$ cat config.mk
export PLATFORM = sky130hd
export DESIGN_NAME = video_timing_gen
export DESIGN_NICKNAME = d
export VERILOG_FILES = /design/src/rtl/video_timing_pkg.sv /design/src/rtl/video_timing_axis.sv /design/src/rtl/video_timing_gen.sv
export SDC_FILE = /design/constraint.sdc
export NUM_CORES = 1
export LEC_CHECK = 0
export ABC_AREA = 1
export BUFFER_PORTS_ARGS = -buffer_cell sky130_fd_sc_hd__buf_4
export CAP_MARGIN = 20
export CORE_ASPECT_RATIO = 1.4
export CORE_MARGIN = 10
export CORE_UTILIZATION = 45
export DETAILED_ROUTE_END_ITERATION = 6
export PLACE_DENSITY = 0.73
export SLEW_MARGIN = 20
export SYNTH_ARGS = -nofsm -noshare
export SYNTH_HDL_FRONTEND = slang
export SYNTH_SLANG_ARGS = --single-unit
$ cat constraint.sdc
create_clock -name video_clk -period 1.9 [get_ports video_clk]
set_input_delay 0.095 -clock video_clk [delete_from_list [all_inputs] [get_ports video_clk]]
set_output_delay 0.095 -clock video_clk [all_outputs]
set_load 0.01 [all_outputs]
$ cat src/rtl/video_timing_pkg.sv
// Shared raster constants, state encoding and colour-bar palette for the video timing generator.
// Defaults describe 1024x768@60 on a 65 MHz pixel clock.
package video_timing_pkg;

  localparam int CNT_W = 12;

  localparam int DEF_H_ACTIVE = 1024;
  localparam int DEF_H_FP     = 24;
  localparam int DEF_H_SYNC   = 136;
  localparam int DEF_H_BP     = 160;
  localparam int DEF_V_ACTIVE = 768;
  localparam int DEF_V_FP     = 3;
  localparam int DEF_V_SYNC   = 6;
  localparam int DEF_V_BP     = 29;

  typedef enum logic {
    ST_IDLE = 1'b0,
    ST_RUN  = 1'b1
  } state_t;

  localparam logic [23:0] RGB_WHITE   = 24'hFFFFFF;
  localparam logic [23:0] RGB_YELLOW  = 24'hFFFF00;
  localparam logic [23:0] RGB_CYAN    = 24'h00FFFF;
  localparam logic [23:0] RGB_GREEN   = 24'h00FF00;
  localparam logic [23:0] RGB_MAGENTA = 24'hFF00FF;
  localparam logic [23:0] RGB_RED     = 24'hFF0000;
  localparam logic [23:0] RGB_BLUE    = 24'h0000FF;
  localparam logic [23:0] RGB_BLACK   = 24'h000000;

  function automatic int axis_total(input int active, input int fp, input int sync, input int bp);
    return active + fp + sync + bp;
  endfunction

  function automatic int h_total(input int active, input int fp, input int sync, input int bp);
    return axis_total(active, fp, sync, bp);
  endfunction

  function automatic int v_total(input int active, input int fp, input int sync, input int bp);
    return axis_total(active, fp, sync, bp);
  endfunction

  // Bar indices past the eighth bar (H_ACTIVE not a multiple of 8) fall back to black.
  function automatic logic [23:0] colour_bar(input logic [CNT_W-1:0] idx);
    logic [23:0] rgb;
    rgb = RGB_BLACK;
    if (idx <= CNT_W'(7)) begin
      case (idx[2:0])
        3'd0: rgb = RGB_WHITE;
        3'd1: rgb = RGB_YELLOW;
        3'd2: rgb = RGB_CYAN;
        3'd3: rgb = RGB_GREEN;
        3'd4: rgb = RGB_MAGENTA;
        3'd5: rgb = RGB_RED;
        3'd6: rgb = RGB_BLUE;
        3'd7: rgb = RGB_BLACK;
      endcase
    end
    return rgb;
  endfunction

endpackage

$ cat src/rtl/video_timing_axis.sv
// One raster axis: wrapping counter plus active/sync segment decode and a wrap pulse.
// Used once per line (horizontal) and once per frame (vertical, advanced by the line wrap).
module video_timing_axis
  import video_timing_pkg::*;
#(
  parameter int ACTIVE = DEF_H_ACTIVE,
  parameter int FP     = DEF_H_FP,
  parameter int SYNC   = DEF_H_SYNC,
  parameter int BP     = DEF_H_BP
) (
  input  logic             video_clk,
  input  logic             rst_n,
  input  logic             clr,
  input  logic             adv,
  output logic [CNT_W-1:0] cnt,
  output logic             active,
  output logic             sync,
  output logic             wrap
);

  localparam int TOTAL = axis_total(ACTIVE, FP, SYNC, BP);
  localparam logic [CNT_W-1:0] ACT_END  = CNT_W'(ACTIVE);
  localparam logic [CNT_W-1:0] SYNC_BEG = CNT_W'(ACTIVE + FP);
  localparam logic [CNT_W-1:0] SYNC_END = CNT_W'(ACTIVE + FP + SYNC);
  localparam logic [CNT_W-1:0] LAST_CNT = CNT_W'(TOTAL - 1);

  logic last;

  always_ff @(posedge video_clk or negedge rst_n) begin
    if (!rst_n)   cnt <= '0;
    else if (clr) cnt <= '0;
    else if (adv) cnt <= last ? '0 : cnt + 1'b1;
  end

  assign last   = (cnt == LAST_CNT);
  assign wrap   = adv && last;
  assign active = (cnt < ACT_END);
  assign sync   = (cnt >= SYNC_BEG) && (cnt < SYNC_END);

endmodule

$ cat src/rtl/video_timing_gen.sv
// Master raster timing source: hs/vs/de, pixel coordinates and frame_start, all one clock behind the counters.
// Define VIDEO_TPG_EN to drive an 8-bar colour pattern on vout_data; otherwise vout_data is tied to zero.
module video_timing_gen
  import video_timing_pkg::*;
#(
  parameter int H_ACTIVE   = DEF_H_ACTIVE,
  parameter int H_FP       = DEF_H_FP,
  parameter int H_SYNC     = DEF_H_SYNC,
  parameter int H_BP       = DEF_H_BP,
  parameter int V_ACTIVE   = DEF_V_ACTIVE,
  parameter int V_FP       = DEF_V_FP,
  parameter int V_SYNC     = DEF_V_SYNC,
  parameter int V_BP       = DEF_V_BP,
  parameter int HS_POL     = 0,
  parameter int VS_POL     = 0,
  parameter int DATA_WIDTH = 24
) (
  input  logic                  video_clk,
  input  logic                  rst_n,
  input  logic                  en,
  output logic                  hs,
  output logic                  vs,
  output logic                  de,
  output logic [11:0]           x,
  output logic [11:0]           y,
  output logic                  frame_start,
  output logic [DATA_WIDTH-1:0] vout_data
);

  if (H_ACTIVE < 1 || H_FP < 1 || H_SYNC < 1 || H_BP < 1 ||
      V_ACTIVE < 1 || V_FP < 1 || V_SYNC < 1 || V_BP < 1) begin : g_bad_params
    $error("video_timing_gen: every timing segment must be at least one unit wide");
  end

  localparam logic HS_ACT = (HS_POL != 0);
  localparam logic VS_ACT = (VS_POL != 0);

  state_t           state, state_nxt;
  logic             run;
  logic [CNT_W-1:0] h_cnt, v_cnt;
  logic             h_act, h_sync, h_wrap;
  logic             v_act, v_sync, v_wrap;
  logic             pix_act;

  logic             hs_p1, vs_p1, de_p1, fs_p1;
  logic [CNT_W-1:0] x_p1, y_p1;

  video_timing_axis #(.ACTIVE(H_ACTIVE), .FP(H_FP), .SYNC(H_SYNC), .BP(H_BP)) u_h_axis (
    .video_clk (video_clk),
    .rst_n     (rst_n),
    .clr       (!run),
    .adv       (run),
    .cnt       (h_cnt),
    .active    (h_act),
    .sync      (h_sync),
    .wrap      (h_wrap)
  );

  video_timing_axis #(.ACTIVE(V_ACTIVE), .FP(V_FP), .SYNC(V_SYNC), .BP(V_BP)) u_v_axis (
    .video_clk (video_clk),
    .rst_n     (rst_n),
    .clr       (!run),
    .adv       (h_wrap),
    .cnt       (v_cnt),
    .active    (v_act),
    .sync      (v_sync),
    .wrap      (v_wrap)
  );

  always_ff @(posedge video_clk or negedge rst_n) begin
    if (!rst_n) state <= ST_IDLE;
    else        state <= state_nxt;
  end

  // en only matters in IDLE and on the last clock of a frame, so frames are never truncated.
  always_comb begin
    state_nxt = state;
    case (state)
      ST_IDLE: if (en)              state_nxt = ST_RUN;
      ST_RUN:  if (v_wrap && !en)   state_nxt = ST_IDLE;
    endcase
  end

  always_comb begin
    run = (state == ST_RUN);
  end

  assign pix_act = h_act && v_act;

  // ---- stage p1: registered decode of the current counter values ----
  always_ff @(posedge video_clk or negedge rst_n) begin
    if (!rst_n) begin
      hs_p1 <= ~HS_ACT;
      vs_p1 <= ~VS_ACT;
      de_p1 <= 1'b0;
      fs_p1 <= 1'b0;
      x_p1  <= '0;
      y_p1  <= '0;
    end else if (run) begin
      hs_p1 <= h_sync ? HS_ACT : ~HS_ACT;
      vs_p1 <= v_sync ? VS_ACT : ~VS_ACT;
      de_p1 <= pix_act;
      fs_p1 <= (h_cnt == '0) && (v_cnt == '0);
      x_p1  <= pix_act ? h_cnt : '0;
      y_p1  <= pix_act ? v_cnt : '0;
    end else begin
      hs_p1 <= ~HS_ACT;
      vs_p1 <= ~VS_ACT;
      de_p1 <= 1'b0;
      fs_p1 <= 1'b0;
      x_p1  <= '0;
      y_p1  <= '0;
    end
  end

  assign hs          = hs_p1;
  assign vs          = vs_p1;
  assign de          = de_p1;
  assign frame_start = fs_p1;
  assign x           = x_p1;
  assign y           = y_p1;

`ifdef VIDEO_TPG_EN
  localparam int BAR_W = (H_ACTIVE >= 8) ? (H_ACTIVE / 8) : 1;
  localparam logic [CNT_W-1:0] BAR_W_C = CNT_W'(BAR_W);

  logic [DATA_WIDTH-1:0] pix_p1;

  always_ff @(posedge video_clk or negedge rst_n) begin
    if (!rst_n)             pix_p1 <= '0;
    else if (run && pix_act) pix_p1 <= DATA_WIDTH'(colour_bar(h_cnt / BAR_W_C));
    else                    pix_p1 <= '0;
  end

  assign vout_data = pix_p1;
`else
  assign vout_data = '0;
`endif

endmodule

Yosys cells after proc, flatten, opt, wreduce, memory -nomap -nowiden
Cells that the tools add are included.

cells by class
  reductions and logical operators = 10
  equality and inequality tests = 3
  shift-type cells = 0
  $mul = 0
  div/mod/pow operators = 0
  bitwise logic cells = 1
  multiplexer cells = 18
  order comparisons = 6
  add/subtract/negate cells = 2

operators by type and width
  kind                                                                                   count
  12-bit 2-to-1 mux                                                                      9
  12-bit by 1-bit adder with 12-bit output, second input constant                        2
  12-bit logical NOT                                                                     2
  12-bit by 10-bit < comparator with 1-bit output, second input constant                 2
  12-bit by 11-bit < comparator with 1-bit output, second input constant                 2
  12-bit by 10-bit equality test with 1-bit output, second input constant                1
  12-bit by 11-bit equality test with 1-bit output, second input constant                1
  12-bit by 10-bit greater-or-equal comparator with 1-bit output, second input constant  1
  12-bit by 11-bit greater-or-equal comparator with 1-bit output, second input constant  1
  1-bit 2-to-1 mux                                                                       8
  1-bit logical AND                                                                      7
  2-bit by 1-bit != test with 1-bit output, second input constant                        1
  1-bit one-hot mux with 2 select lines                                                  1
  1-bit logical NOT                                                                      1
  1-bit inverter                                                                         1

word-level totals
  RAM bits = 0
  word-level logic and storage cells = 49
  memory bits (read-only) = 0
  output and inout bits = 52
  memories kept = 0
  bits of input ports = 3
  bits in latches = 0
  bits in registers = 53

Depth between registers and ports, before layout
  depth after elaboration = 6
  mapped depth = 9
  mapped depth without buffers = 9

Modules after synthesis
A second synthesis with hierarchy kept.

second synthesis, totals
  cell total of the unflattened synthesis = 357
  area, all modules = 2,910.3 sq um

by module, submodules not included
  module                        instances  area each (sq um)  cells an instance  seq. area each (sq um)
  video_timing_gen              1          1,300.0            133                728.2
  video_timing_axis (u_v_axis)  1          829.5              118                300.3
  video_timing_axis (u_h_axis)  1          780.7              106                300.3

Least setup slack after synthesis
OpenSTA, ideal clock, no wires.

  path type = reg-to-reg
  start point = reg u_h_axis.cnt[0]
  end point = reg u_v_axis.cnt[7]
  slack = 559 ps
  library setup time = 121 ps
  period minus slack after synthesis = 1,341 ps
  cell stages (with the launch flop) = 10
  arrival = 1,221 ps
  path through = dfrtp_1 ha_1 nand2_2 nor2_4 nand4_2 nand2_4 inv_4 buf_6 nand2_2 o21ai_1

on the way
  word-level cells in the longest chain between the ends = 3

RTL lines
  item                                                RTL line                 text
  from (decl)                                         video_timing_axis.sv:15  output logic [CNT_W-1:0] cnt,
  from (signal assigned)                              video_timing_axis.sv:32  else if (adv) cnt <= last ? '0 : cnt + 1'b1;
  12-bit by 11-bit equality test with 1-bit output    video_timing_axis.sv:35  assign last = (cnt == LAST_CNT);
  1-bit logical AND                                   video_timing_axis.sv:36  assign wrap = adv && last;
  2-bit by 1-bit != test with 1-bit output (no line)  n/a
  to (signal assigned)                                video_timing_axis.sv:32
  to (decl)                                           video_timing_axis.sv:15

No other way between the ends.
A chain may end at the register's enable or synchronous reset.

Final worst setup path
  start point = reg u_v_axis.cnt[0]
  end point = reg u_v_axis.cnt[6]

on the way
  word-level cells in the longest chain between the ends = 4
  elaborated cells between the ends (all ways) = 5
  classes of those cells = add/sub: 1; eq/ne: 1; mux: 3

RTL lines
  item                                                                                                          RTL line                                          text
  12-bit by 1-bit adder with 12-bit output or 12-bit by 10-bit equality test with 1-bit output (tied branches)  video_timing_axis.sv:32, video_timing_axis.sv:35
  12-bit 2-to-1 mux * (2 in series)                                                                             video_timing_axis.sv:32
  12-bit 2-to-1 mux *                                                                                           video_timing_axis.sv:31                           else if (clr) cnt <= '0;

Every way passes the cells marked *; elsewhere a longest branch is shown, timed or not. The select of a mux whose other input is x is not followed.

==> metrics <==
outcome complete, no violations; synthesized area per cell 8.68 um^2; non-filler instance count after layout 414; Main synth FF type dfrtp_1; number of input and output port buffers inserted 30; pwr dens 618 mW/mm^2; nets ~350; buffer depth of the longest clock path 2; slew at the pin with the worst max-slew slack 0.632 ns; layout overhead on the synthesized area 10.8%; setup TNS after final layout 0 ns; overflow left after global routing 0; initial DRC count 144; endpoint class of the critical path register; Cell Count Post-Placement 405; worst ir drop on vdd 0.000355 V; post-placement worst setup slack between 0.3 and 0.4 ns; signal arrival time at the worst endpoint 1.79 ns; reg2reg end u_v_axis.cnt[6]$_DFFE_PN0P_; most instantiated cells after synthesis nor2_1 (57), nand2_1 (53), dfrtp_1 (51); fin crit period 1.56 ns; master cell of the clock root buffer clkbuf_8; worst-case register-to-register setup slack 0.34 ns; Final HPWL DP 4.24 mm; largest net degree at the start of global routing 54; Fmax achieved 640 MHz; average wire per standard cell 13.7 um; Worst Hold Margin 0.362 ns; cts bufs inserted 5; GP Congestion 0.918; largest cells by area after synthesis dfrtp_1 (48%), nor2_1 (8.0%), nand2_1 (7.4%); via count of the first global-routing pass between 2k and 2.5k; cell area after synthesis 0.00267 mm^2; CTS tree built; detailed-route DRC error count 0; Yosys warning count 0; total global-route track usage 0.123; number of routed nets with antenna violations 0; post-layout utilization of the core 0.508; number of synthesized flops with an enable pin 0; fin crit share 0.822; site row count 33; number of detailed-routing iterations run before antenna repair 4; clock-pin slew reported for the worst setup and hold paths after clock tree synthesis roughly 0.09 ns; biggest area consumer among synthesized cells dfrtp_1; distinct cell type count of the synthesized netlist 33; relative max-transition margin 0.579; worst reg2reg path depth 7; asr flop ratio synth 1.00; area of the core 0.00582 mm^2; Mapped Cells 308; fraction of final layout cells with drive strength greater than 1 0.172; most frequent cell after synthesis nor2_1; setup skew after layout 0.0100 ns; leakage power of the design 1.55 nW; worst min path class in -> async; number of max-capacitance violations reported 0; vertical extent of the die 111 um; number of vias in the routed layout 2015; highest fanout seen on the critical path 5; effective utilization at floorplan 0.459; count of state elements after synthesis 53; fin. max-slew vios 0; final number of hold-violating endpoints 0; die area 0.00947 mm^2; critical setup path kind reg -> reg; RSZ-0062 raised after global routing false; CP Launch Type register; global-route wire length before repair 9.76 mm; antenna fix cells 0; DIE WIDTH 85.1 um; via-per-instance ratio between 4 and 5; CTS sink cnt 53; Ports 55; reg2reg start u_v_axis.cnt[0]$_DFFE_PN0P_; Setup WS post-layout between 0.3 and 0.4 ns; post-synthesis sequential area ratio 0.497; # H-tree levels 2; final setup fails 0; number of antenna violations at the first check in global routing 0; insertion delay to the later sink of the worst-skew pair 0.30 ns; required time of the critical path 2.12 ns; share of the synthesized area in the top cell type 0.478; Routed Wire Length 5.69 mm
cell families after synthesis:
group	synth area share
and+or+nand+nor	0.272
xor gates and xnor gates	0.0197
buffers and inverters	0.143
DFF	0.497
AOI/OAI and AO/OA	0.0389
other	0.00140
adders and majority gates	0.0281
layer usage:
metal  GRT usage  part of all wire
met1       0.137              0.40
met2       0.215              0.53
met3      0.0309             0.059
met4      0.0463             0.017
met5           0                 0
flip-flops by register name (all words and copies together) (netlist names):
register / cells
de: 1
frame_start: 1
hs: 1
run: 1
u_h_axis.cnt: 12
u_v_axis.cnt: 12
vs: 1
x: 12
y: 12
power breakdown:
| part | internal [mW] | switching (mW) | leakage, nW |
|---|---|---|---|
| combinational | 0.0108 | 0.0488 | 0.813 |
| sequential | 1.13 | 0.00101 | 0.690 |
| clock | 0.289 | 0.350 | 0.0433 |
through the flow:
stage,area [um^2],power [mW]
6_report,2960,1.83
2_1_floorplan,2770,1.22
3_3_place_gp,2850,1.21
5_1_grt,2960,1.91
3_5_place_dp,2850,1.21
4_1_cts,2960,1.85
placed cells by master, fill, tap and decap left out, drive strengths merged, types with 6 or more instances in the layout:
cell | Yosys | final
conb | 1 | 28
ha | 6 | 6
buf | 30 | 31
nand3 | 14 | 14
o21ai | 10 | 10
nor2 | 62 | 62
xor2 | 6 | 6
nor3 | 6 | 6
nand2 | 59 | 59
clkbuf | 1 | 6
dfrtp | 51 | 51
inv | 36 | 36
nand4 | 14 | 14
worst max-delay path, stage by stage, from the launching register on:
cell     delay (ns)
dfrtp_1        0.42
ha_1           0.28
nand2_1        0.11
nor2_1         0.21
inv_1          0.09
o21ai_0        0.17
nand4_1        0.10
o21ai_1        0.09
repair_timing:
| action | 4_1_cts | 5_1_grt |
|---|---|---|
| endpoints found under the setup margin | 0 | 0 |
| hold endpoints to repair | 52 | 0 |
| setup buffers | 0 | 0 |
| hold buffers | 2 | 0 |
| gates resized for setup | 0 | 0 |
cell type report:
class                      instances  area, um^2
tap                               70        87.6
timing repair buffer              33         253
clock inverter                     1        7.51
clock buffer                       6        82.6
fill                             570        2860
multi-input combinational        215        1060
sequential                        53        1330
inverter                          36         138
how the worst max path moves through the flow:
| stage | slack [ns] | endpoint | from | cells past startpoint |
|---|---|---|---|---|
| final | 0.34 | u_v_axis.cnt[6]$_DFFE_PN0P_ | u_v_axis.cnt[0]$_DFFE_PN0P_ | 7 |
| after global routing | 0.14 | u_v_axis.cnt[6]$_DFFE_PN0P_ | u_v_axis.cnt[0]$_DFFE_PN0P_ | 7 |
| after CTS | 0.34 | u_v_axis.cnt[5]$_DFFE_PN0P_ | u_h_axis.cnt[0]$_DFF_PN0_ | 8 |
| after detailed placement | 0.36 | u_v_axis.cnt[5]$_DFFE_PN0P_ | u_h_axis.cnt[0]$_DFF_PN0_ | 8 |
| after global placement | 0.39 | u_v_axis.cnt[5]$_DFFE_PN0P_ | u_h_axis.cnt[0]$_DFF_PN0_ | 8 |
| after floorplan | 0.56 | u_v_axis.cnt[7]$_DFFE_PN0P_ | u_h_axis.cnt[0]$_DFF_PN0_ | 9 |
Power figures use the tool's default switching activity.
